`src/rtl/pipeline_ctrl_pkg.sv`:
```
// Shared types and constants for the pipeline hazard controller:
// controller states, forward-select encodings and saturating counter helper.
package pipeline_ctrl_pkg;

  typedef enum logic [1:0] {
    RUN        = 2'd0,
    LOAD_STALL = 2'd1,
    FLUSH2     = 2'd2
  } state_t;

  typedef enum logic [1:0] {
    FWD_RF  = 2'b00,
    FWD_MEM = 2'b01,
    FWD_WB  = 2'b10,
    FWD_RET = 2'b11
  } fwd_sel_t;

  localparam logic [3:0]  REG_PC  = 4'd15;
  localparam logic [15:0] CNT_MAX = 16'hFFFF;

  function automatic logic [15:0] sat_inc(input logic [15:0] v);
    return (v == CNT_MAX) ? v : v + 16'd1;
  endfunction

endpackage

```
`src/rtl/fwd_select.sv`:
```
// Per-source producer match and forward select for one decode-stage operand.
// The youngest in-flight producer wins; r15 (PC) is never forwarded.
module fwd_select
  import pipeline_ctrl_pkg::*;
(
  input  logic       src_used,
  input  logic [3:0] src,
  input  logic       ex_valid,
  input  logic       ex_wr,
  input  logic [3:0] ex_rd,
  input  logic       mem_valid,
  input  logic       mem_wr,
  input  logic [3:0] mem_rd,
  input  logic       wb_valid,
  input  logic       wb_wr,
  input  logic [3:0] wb_rd,
  output logic       ex_match,
  output fwd_sel_t   sel
);

  logic src_ok;
  logic mem_match;
  logic wb_match;

  assign src_ok    = src_used && (src != REG_PC);
  assign ex_match  = src_ok && ex_valid  && ex_wr  && (ex_rd  == src);
  assign mem_match = src_ok && mem_valid && mem_wr && (mem_rd == src);
  assign wb_match  = src_ok && wb_valid  && wb_wr  && (wb_rd  == src);

  // Select names where the producer will sit once this operand reaches execute.
  always_comb begin
    sel = FWD_RF;
    if (ex_match)       sel = FWD_MEM;
    else if (mem_match) sel = FWD_WB;
    else if (wb_match)  sel = FWD_RET;
  end

endmodule

```
`src/rtl/pipeline_hazard_controller.sv`:
```
// Load-use stall, taken-branch flush and operand-forwarding control for a
// five-stage pipeline, with saturating stall/flush performance counters.
module pipeline_hazard_controller
  import pipeline_ctrl_pkg::*;
(
  input  logic        clk,
  input  logic        rst_n,
  input  logic        dec_valid,
  input  logic [3:0]  dec_rn,
  input  logic [3:0]  dec_rm,
  input  logic [3:0]  dec_rs,
  input  logic [2:0]  dec_use,
  input  logic        ex_valid,
  input  logic [3:0]  ex_rd,
  input  logic        ex_wr,
  input  logic        ex_is_load,
  input  logic        ex_br_taken,
  input  logic        mem_valid,
  input  logic [3:0]  mem_rd,
  input  logic        mem_wr,
  input  logic        wb_valid,
  input  logic [3:0]  wb_rd,
  input  logic        wb_wr,
  output logic        stall_fetch,
  output logic        stall_decode,
  output logic        bubble_ex,
  output logic        flush,
  output logic [1:0]  fwd_rn,
  output logic [1:0]  fwd_rm,
  output logic [1:0]  fwd_rs,
  output logic [15:0] stall_cnt,
  output logic [15:0] flush_cnt
);

  state_t   state, state_next;
  fwd_sel_t sel_rn, sel_rm, sel_rs;
  fwd_sel_t fwd_rn_q, fwd_rm_q, fwd_rs_q;
  logic     ex_match_rn, ex_match_rm, ex_match_rs;
  logic     load_use;

  fwd_select u_fwd_rn (
    .src_used (dec_use[0]), .src (dec_rn),
    .ex_valid (ex_valid),   .ex_wr (ex_wr),   .ex_rd (ex_rd),
    .mem_valid(mem_valid),  .mem_wr(mem_wr),  .mem_rd(mem_rd),
    .wb_valid (wb_valid),   .wb_wr (wb_wr),   .wb_rd (wb_rd),
    .ex_match (ex_match_rn), .sel (sel_rn)
  );

  fwd_select u_fwd_rm (
    .src_used (dec_use[1]), .src (dec_rm),
    .ex_valid (ex_valid),   .ex_wr (ex_wr),   .ex_rd (ex_rd),
    .mem_valid(mem_valid),  .mem_wr(mem_wr),  .mem_rd(mem_rd),
    .wb_valid (wb_valid),   .wb_wr (wb_wr),   .wb_rd (wb_rd),
    .ex_match (ex_match_rm), .sel (sel_rm)
  );

  fwd_select u_fwd_rs (
    .src_used (dec_use[2]), .src (dec_rs),
    .ex_valid (ex_valid),   .ex_wr (ex_wr),   .ex_rd (ex_rd),
    .mem_valid(mem_valid),  .mem_wr(mem_wr),  .mem_rd(mem_rd),
    .wb_valid (wb_valid),   .wb_wr (wb_wr),   .wb_rd (wb_rd),
    .ex_match (ex_match_rs), .sel (sel_rs)
  );

  assign load_use = dec_valid && ex_is_load &&
                    (ex_match_rn || ex_match_rm || ex_match_rs);

  always_ff @(posedge clk) begin
    if (!rst_n) state <= RUN;
    else        state <= state_next;
  end

  // Outputs are held low while reset is asserted so an aborted flush leaves nothing behind.
  always_comb begin
    state_next   = state;
    stall_fetch  = 1'b0;
    stall_decode = 1'b0;
    bubble_ex    = 1'b0;
    flush        = 1'b0;
    if (rst_n) begin
      case (state)
        RUN, LOAD_STALL: begin
          state_next = RUN;
          if (ex_br_taken) begin
            flush      = 1'b1;
            bubble_ex  = 1'b1;
            state_next = FLUSH2;
          end else if ((state == RUN) && load_use) begin
            stall_fetch  = 1'b1;
            stall_decode = 1'b1;
            bubble_ex    = 1'b1;
            state_next   = LOAD_STALL;
          end
        end
        FLUSH2: begin
          flush      = 1'b1;
          bubble_ex  = 1'b1;
          state_next = RUN;
        end
        default: state_next = RUN;
      endcase
    end
  end

  always_ff @(posedge clk) begin
    if (!rst_n || bubble_ex) begin
      fwd_rn_q <= FWD_RF;
      fwd_rm_q <= FWD_RF;
      fwd_rs_q <= FWD_RF;
    end else if (!stall_decode) begin
      fwd_rn_q <= sel_rn;
      fwd_rm_q <= sel_rm;
      fwd_rs_q <= sel_rs;
    end
  end

  assign fwd_rn = fwd_rn_q;
  assign fwd_rm = fwd_rm_q;
  assign fwd_rs = fwd_rs_q;

  always_ff @(posedge clk) begin
    if (!rst_n) begin
      stall_cnt <= 16'd0;
      flush_cnt <= 16'd0;
    end else begin
      if (stall_decode) stall_cnt <= sat_inc(stall_cnt);
      if (flush)        flush_cnt <= sat_inc(flush_cnt);
    end
  end

endmodule

```
`config.mk`:
```
export PLATFORM = sky130hd
export DESIGN_NAME = pipeline_hazard_controller
export DESIGN_NICKNAME = d
export VERILOG_FILES = /design/src/rtl/pipeline_ctrl_pkg.sv /design/src/rtl/fwd_select.sv /design/src/rtl/pipeline_hazard_controller.sv
export SDC_FILE = /design/constraint.sdc
export NUM_CORES = 1
export LEC_CHECK = 0
export CORE_MARGIN = 10
export CORE_UTILIZATION = 46
export DETAILED_ROUTE_END_ITERATION = 7
export PLACE_DENSITY_LB_ADDON = 0.3
export SLEW_MARGIN = 30
export SYNTH_ARGS = -nofsm -noshare
export SYNTH_HDL_FRONTEND = slang
export SYNTH_SLANG_ARGS = --single-unit
```
`constraint.sdc`:
```
create_clock -name clk -period 2.38 [get_ports clk]
set_input_delay 0.357 -clock clk [delete_from_list [all_inputs] [get_ports clk]]
set_output_delay 0.357 -clock clk [all_outputs]
set_load 0.02 [all_outputs]
```
# Word level (Yosys, flattened, before mapping)
# Index checks and enable logic that the tools add are counted.
# totals
ff_bits,40
output_inout_bits,42
elab_cells,93
in_bits,38
# classes
eq_ne,16
n_bitwise,4
n_reduce_logical,43
n_mux,21
addsub,2
# ops
operator,count
4-bit == test,9
1-bit logical AND,33
"16-bit by 1-bit adder with 16-bit output, second input constant",2
"16-bit == test, second input constant",2
2-bit 2-to-1 mux,10
"4-bit != test, second input constant",3
1-bit 2-to-1 mux,9
2-bit AND reduction,3
1-bit inverter,4
1-bit one-hot mux with 2 select lines,2
1-bit logical OR,3
3-bit OR reduction,1
"2-bit by 1-bit == test with 1-bit output, second input constant",1
"2-bit == test, second input constant",1
2-bit zero test,1
2-bit OR reduction,1
1-bit zero test,1

# Logic depth before layout (Yosys ltp)
# Gate-level depths: netlist (run 1).
# depth
word_depth,14
mapped_depth,9
mapped_depth_nobuf,7

# By module
# From an unflattened synthesis (run 1), not the netlist that was laid out.
# unflattened
cells_unflattened,301
area_unflattened_um2,2451.1
# by_module_without_submodules
module,area_each_um2,instances,seq_area_each_um2,cells_per_inst
pipeline_hazard_controller,1910.6,1,800.8,223
fwd_select,180.2,3,0.0,26

# Least setup slack after synthesis (run 1)
# Ideal clock, no wire load.
# synth_path
path_kind,input -> output
start,input dec_rs[2]
end,output bubble_ex
cell_stages,4
arrival_ns,1.655
slack_ns,0.368
required_time_ns,2.023
n_path_buf,0
path_cell_list,a41oi_1 nor4b_4 or4b_2 and3_1
# synth_via
elab_chain_cells,12
word_cells_on_any_way,13
classes_between,2 x eq/ne; 4 x mux; 7 x reduce/logical
# synth_rtl
element,line_no,rtl
"start, declared",pipeline_hazard_controller.sv:11,"input logic [3:0] dec_rs,"
4-bit != test,fwd_select.sv:25,assign src_ok = src_used && (src != REG_PC);
1-bit logical AND,fwd_select.sv:25,
1-bit logical AND (2 in series),fwd_select.sv:26,assign ex_match = src_ok && ex_valid && ex_wr && (ex_rd == src);
1-bit logical AND (*),fwd_select.sv:26,
1-bit logical OR (*),pipeline_hazard_controller.sv:66,(ex_match_rn || ex_match_rm || ex_match_rs);
1-bit logical AND (*),pipeline_hazard_controller.sv:65,assign load_use = dec_valid && ex_is_load &&
1-bit logical AND (*),pipeline_hazard_controller.sv:88,end else if ((state == RUN) && load_use) begin
1-bit 2-to-1 mux (*),pipeline_hazard_controller.sv:88,
1-bit 2-to-1 mux (*),pipeline_hazard_controller.sv:84,if (ex_br_taken) begin
1-bit one-hot mux with 2 select lines (*),pipeline_hazard_controller.sv:81,case (state)
1-bit 2-to-1 mux (*),pipeline_hazard_controller.sv:80,if (rst_n) begin
"end, declared",pipeline_hazard_controller.sv:26,"output logic bubble_ex,"
# Mark *: on every way between the ends. The rest lies on a longest branch, timed or not.

# Final worst setup path (run 1)
# layout_path
start,input ex_wr
end,output stall_decode
# layout_via
elab_chain_cells,10
word_cells_on_any_way,14
classes_between,4 x mux; 10 x reduce/logical
# layout_rtl
element,line_no,rtl
"start, declared",pipeline_hazard_controller.sv:15,"input logic ex_wr,"
1-bit logical AND (2 in series),fwd_select.sv:26,
1-bit logical OR,pipeline_hazard_controller.sv:66,
1-bit logical OR (*),pipeline_hazard_controller.sv:66,
1-bit logical AND (*),pipeline_hazard_controller.sv:65,
1-bit logical AND (*),pipeline_hazard_controller.sv:88,
1-bit 2-to-1 mux (*),pipeline_hazard_controller.sv:88,
1-bit 2-to-1 mux (*),pipeline_hazard_controller.sv:84,
1-bit 2-to-1 mux (*),pipeline_hazard_controller.sv:81,
1-bit 2-to-1 mux (*),pipeline_hazard_controller.sv:80,
"end, declared",pipeline_hazard_controller.sv:25,"output logic stall_decode,"
# Marks and branches as above.

==> results of run 1 <==
[worst max path at each step]
stage | end | cells after the start | slack [ps]
final | stall_decode | 7 | 130
after global routing | stall_fetch | 9 | 20
after CTS | stall_decode | 9 | 3
after detailed placement | bubble_ex | 6 | -670
after global placement | bubble_ex | 6 | -640
after floorplan | bubble_ex | 4 | 370
[cell type report]
cell class	instances	area, µm²
multi-input combinational	239	1600
fill	443	1460
timing repair buffer	116	1050
sequential	40	801
tap	70	87.6
clock buffer	7	86.3
inverter	12	45.0
clock inverter	1	7.51
[worst max-delay path, stage by stage]
cell and delay, ps:
clkdlybuf4s50_1 450, nand2_1 140, nor4_2 430, or3_1 220, nand2_2 90, inv_2 70
buf_4 130
[layer usage]
metal  vias to the layer above  GRT usage, %  part of all wire [%]
li1                       1320             -                     -
met1                      1203          17.2                    39
met2                       100          31.2                    51
met3                        12          6.63                   8.5
met4                         0          5.91                   1.9
met5                         -             0                     0
[synth_stat cells (7+ instances only)]
cell / number
inv_1: 11
nand2_1: 22
dfxtp_1: 40
o31ai_1: 9
xnor2_1: 23
or4_1: 8
xor2_1: 19
nand3_1: 23
a21oi_1: 20
o21ai_0: 16
nand4_1: 11
nor3_1: 7
nor2_1: 16
or3_1: 12
[repair_timing]
| item | CTS | global route |
|---|---|---|
| buffers inserted | 2 | 1 |
| hold buffers | 0 | 0 |
| setup endpoints to repair | 3 | 2 |
| resized for setup | 32 | 6 |
| pin swaps | 2 | 0 |
[sequential cells by signal, indices dropped and copies added (netlist names)]
register and cells:
state 2, fwd_rm 2, fwd_rs 2, flush_cnt 16
fwd_rn 2, stall_cnt 16
[power groups by stage]
stage                     Combinational (µW)  Clock (µW)  Sequential (µW)
after CTS                                264         488              682
after detailed placement                 267           0              698
after global routing                     285         518              683
final                                    265         475              682
after global placement                   260           0              697
after floorplan                          108           0              702
[per-stage QoR]
step / setup TNS [ps] / hold WS [ps] / instance area (µm²)
final: 0 / 502 / 3680
after global placement: -3740 / 477 / 3560
after global routing: 0 / 525 / 3680
after CTS: 0 / 503 / 3680
after floorplan: 0 / 542 / 2460
after detailed placement: -5130 / 484 / 3560
[cell families (layout without fill, tap and decap cells)]
kind of cell	Yosys count	in the layout	share of synthesized area, %
adders and majority gates	2	2	1.02
buffers and inverters	21	136	3.67
xor gates and xnor gates	42	42	15.0
AOI/OAI and AO/OA	64	64	16.9
muxes	2	2	0.815
and+or+nand+nor	129	129	30.1
DFF	40	40	32.6
==> reports/summary.txt, run 1 <==
via count -> 2635
Die ar. -> 8670 µm²
most frequent cells in the layout -> 60 x clkdlybuf4s50_1, 40 x dfxtp_1, 39 x buf_4
largest net degree at the start of global routing -> 32
Cell Pwr Density -> 387 nW/µm²
maxcap violations -> 0
Congestion Overflow GR -> 0
Slew Limit Headroom -> 75.4%
top cells by area, synth -> dfxtp_1 33%, xnor2_1 8.2%, xor2_1 6.8%
Core Area -> 5140 µm²
root buf cell -> clkbuf_8
initial antenna violation count -> 0
Tot Pwr -> 1420 µW
number of flops mapped to enable cells by yosys -> 0
fin cells -> 485
count of final max-slew check failures -> 0
Internal -> 1050 µW
fin crit period -> 2250 ps
Worst-Skew Late Latency -> 300 ps
Initial Util -> 47.8%
CP Launch Point -> ex_wr
TritonCTS Buffers -> 5
GRT Util Overall -> 17.0%
VDD IR max -> 0.333 mV
synthesized flop and latch total -> 40
DP Cell Count -> 474
CP max FO -> 3
worst-margin pin slew -> 365 ps
# DRC -> 0
Clk pin slew, worst setup/hold paths -> 80 ps
first-pass GRT wire length -> 12300 µm
Wirelength per Cell -> 15.4 µm
Routed Antenna Nets -> 0
Final Hold Viols -> 0
Port Buf Inserts -> 79
Critical Path AT -> 1890 ps
H-tree depth -> 2
Via density -> 5.43
CP Launch Type -> input port
RR Endpoint -> stall_cnt[13]
Post-Syn Area per Cell -> 8.19 µm²
Worst Skew -> 3.90 ps
CTS tree -> yes
top cell type's share of synthesized area -> 32.6%
YS warnings -> 0
Reg2Reg Depth -> 5
Synth-to-Final Area Change -> 49.7%
Syn Std Cell Area -> 2460 µm²
Crit. End Element -> output pin
Cell Rows -> 26
status -> complete, no violations
Yosys cell types -> 44
Worst R2R Start -> stall_cnt[2]
Net Sw Frac -> 26.0%
hold path start -> fwd_rs[1]
Seq/Total Area, Yosys -> 32.6%
Post-DP HPWL -> 5960 µm
Max Buffers Root-to-Sink -> 2
CP required -> 2020 ps
routability cong. -> 0.949
worst hold path endpoint -> fwd_rs[1]
count of final setup violators -> 0
final setup margin -> 132 ps
hold depth -> 2
share of layout cells above drive strength 1 -> 15.7%
Synth Flop Type -> dfxtp_1
Nets -> 454
fmax -> 445 MHz
num ports -> 80
clock network power share -> 33.4%
vias in the first global route -> 2620
Comb pwr share -> 18.7%
Crit Path Category -> in2out
Tightest Hold Check Type -> reg2reg
sw power -> 370 µW
fin util -> 71.6%
pre-CTS setup slack -> -672 ps
Post-synth ARST share -> 0%
total length of routed wires -> 7480 µm
synthesized instance count -> 300
unrepaired setup endpoints after global routing -> false
drt first pass iters -> 4
cell taking the most area after synthesis -> dfxtp_1
n_diodes -> 0
r2r setup slk -> 320 ps
clock sinks -> 40
Post-Syn Nets -> 340
commonest non-fill, non-tap cell in the layout -> clkdlybuf4s50_1
Tcrit/Tclk final -> 94.4%
sequential power share -> 47.9%
die width -> 93.1 µm
Static Leak -> 0.00136 µW
Die Y -> 93.1 µm
DRT iter0 DRCs -> 114
Power figures use the tool's default switching activity.
==> inputs of run 2 (changes only) <==
--- a/config.mk
+++ b/config.mk
@@ -5,7 +5,8 @@
 export SDC_FILE = /design/constraint.sdc
 export NUM_CORES = 1
 export LEC_CHECK = 0
-export CORE_MARGIN = 10
+export CAP_MARGIN = 20
+export CORE_MARGIN = 4
 export CORE_UTILIZATION = 46
 export DETAILED_ROUTE_END_ITERATION = 7
 export PLACE_DENSITY_LB_ADDON = 0.3
==> reports/summary.txt, run 2 (synthesized netlist as in run 1, its figures left out) <==
status -> complete, no violations
Synth-to-Final Area Change -> 49.6% (about the same)
TritonCTS Buffers -> 5 (unchanged)
CP Launch Type -> input port
vias in the first global route -> 2470 (-5.7%)
initial antenna violation count -> 0 (unchanged)
drt first pass iters -> 4 (unchanged)
first-pass GRT wire length -> 11000 µm (-10%)
sw power -> 370 µW (about the same)
root buf cell -> clkbuf_8
Worst-Skew Late Latency -> 290 ps (about the same)
CP required -> 2020 ps (about the same)
worst-path cell with the longest stage delay -> or4b_4
via count -> 2591 (-1.7%)
Congestion Overflow GR -> 0 (unchanged)
Post-CTS Hold Buffers -> 0 (unchanged)
Core Area -> 5140 µm² (unchanged)
Via density -> 5.38 (-1.1%)
DP Cell Count -> 473 (-0.21%)
count of final max-slew check failures -> 0 (unchanged)
Crit. End Element -> output pin
Worst Skew -> 6.24 ps (+2.34 ps)
Clk pin slew, worst setup/hold paths -> 70 ps (about the same)
RR Endpoint -> stall_cnt[5]
CP cell instances -> dlygate4sd2_1, buf_4, xnor2_1, nand3_1, nor4_4, or4b_4, and3_4, buf_4
fin crit period -> 2310 ps (+63.5 ps)
DRT iter0 DRCs -> 61 (-46%)
fmax -> 433 MHz (-2.7%)
Cell Rows -> 26 (unchanged)
Buf/Inv on CP -> 3 (unchanged)
WHS -> 497 ps (-4.99 ps)
Max Buffers Root-to-Sink -> 2 (unchanged)
Net Sw Frac -> 24.7% (-1.3 points)
GRT Util Overall -> 21.3% (+4.3 points)
worst-margin pin slew -> 350 ps (-15.3 ps)
most frequent cells in the layout -> 60 x clkdlybuf4s50_1, 40 x dfxtp_1, 34 x buf_4
Crit Path Category -> in2out
Reg2Reg Depth -> 8 (+3)
clock network power share -> 36.5% (+3.1 points)
Port Buf Inserts -> 79 (unchanged)
Largest regs -> flush_cnt (16), stall_cnt (16)
Tightest Hold Check Type -> reg2reg
num ports -> 80 (unchanged)
Wirelength per Cell -> 14.5 µm (-5.9%)
routability cong. -> 0.862 (-9.2%)
H-tree depth -> 2 (unchanged)
share of layout cells above drive strength 1 -> 14.6% (-1.1 points)
Critical Path AT -> 1950 ps (+60 ps)
Die ar. -> 6580 µm² (-24%)
Routed Antenna Nets -> 0 (unchanged)
CP max FO -> 3 (unchanged)
Initial Util -> 47.8% (unchanged)
n_diodes -> 0 (unchanged)
r2r setup slk -> 330 ps (about the same)
clock sinks -> 40 (unchanged)
Die Y -> 81.1 µm (-13%)
Cell Pwr Density -> 407 nW/µm² (+5.2%)
VDD IR max -> 0.284 mV (-15%)
Post-DP HPWL -> 5540 µm (-6.9%)
total length of routed wires -> 6990 µm (-6.5%)
worst hold path endpoint -> fwd_rs[1]
Internal -> 1130 µW (+7.0%)
critical path's top delay family -> simple AND/OR/NAND/NOR gates
Static Leak -> 0.00137 µW (+0.16%)
sequential power share -> 45.6% (-2.3 points)
Tot Pwr -> 1500 µW (+5.2%)
# DRC -> 0 (unchanged)
most used cell along the critical path -> buf_4
Final Hold Viols -> 0 (unchanged)
Tcrit/Tclk final -> 97.1% (+2.7 points)
commonest non-fill, non-tap cell in the layout -> clkdlybuf4s50_1
maxcap violations -> 0 (unchanged)
Comb pwr share -> 17.9% (-0.8 points)
count of final setup violators -> 0 (unchanged)
die width -> 81.1 µm (-13%)
Nets -> 451 (-0.66%)
slowest stage delay, CP -> 490 ps (+40 ps)
Slew Limit Headroom -> 76.5% (+1.0 points)
Worst R2R Start -> state[1]
largest net degree at the start of global routing -> 32 (unchanged)
pre-CTS setup slack -> -615 ps (+56.2 ps)
final setup margin -> 68.9 ps (-63.5 ps)
fin cells -> 482 (-0.62%)
CTS tree -> yes
hold path start -> fwd_rs[1]
hold depth -> 2 (unchanged)
## run 2: cell types whose count changed in the layout (fill, tap and decap cells not counted), sizes merged
cell | previous run | this run
clkinvlp | 1 | 0
buf | 40 | 37
clkbuf | 7 | 6
bufinv | 0 | 1
clkinv | 0 | 1
## run 2: how the worst max path moves through the flow
| stage | startpoint | endpoint | slack [ps] | cells after the start |
|---|---|---|---|---|
| 2_1_floorplan | dec_rs[2] | bubble_ex | 370 | 4 |
| 3_3_place_gp | dec_rs[2] | bubble_ex | -590 | 6 |
| 3_5_place_dp | dec_rm[2] | bubble_ex | -620 | 6 |
| 4_1_cts | dec_use[2] | stall_decode | 20 | 9 |
| 5_1_grt | dec_use[2] | stall_fetch | -10 | 9 |
| 6_report | ex_rd[0] | bubble_ex | 70 | 8 |
## run 2: final cells by class
cell class | count | area [µm²]
Multi-Input combinational cell | 239 | 1610
Fill cell | 448 | 1460
Clock inverter | 2 | 35.0
Sequential cell | 40 | 801
Clock buffer | 6 | 72.6
Tap cell | 70 | 87.6
Inverter | 12 | 45.0
Timing Repair Buffer | 113 | 1030
## run 2: power by group through the flow
stage,Combinational [µW],Clock (µW),Sequential (µW)
finish,268,546,682
floorplan,108,0,702
global placement,260,0,697
global route,287,582,683
detailed placement,266,0,697
CTS,264,557,682
## run 2: tightest hold or removal path, stage by stage (launching register included)
cell,delay (ps)
dfxtp_1,320
nand3_1,60
a21boi_0,70
## run 2: what timing repair did
action / CTS / global route
endpoints found under the setup margin: 3 / 2
buffers inserted: 1 / 0
resized for setup: 33 / 3
pin swaps: 0 / 1
## run 2: routing by layer
metal / GRT usage [%] / part of all wire [%]
met2: 39.8 / 52
met3: 4.66 / 4.8
met1: 23.5 / 41
met5: 0 / 0
met4: 7.60 / 2.0
## run 2: metrics by stage
stage	TNS [ps]	util [%]	instance area, µm²
3_5_place_dp	-4950	69.1	3550
5_1_grt	-19.3	71.5	3680
6_report	0	71.5	3680
4_1_cts	0	71.6	3680
2_1_floorplan	0	-	2460
3_3_place_gp	-3490	69.1	3550
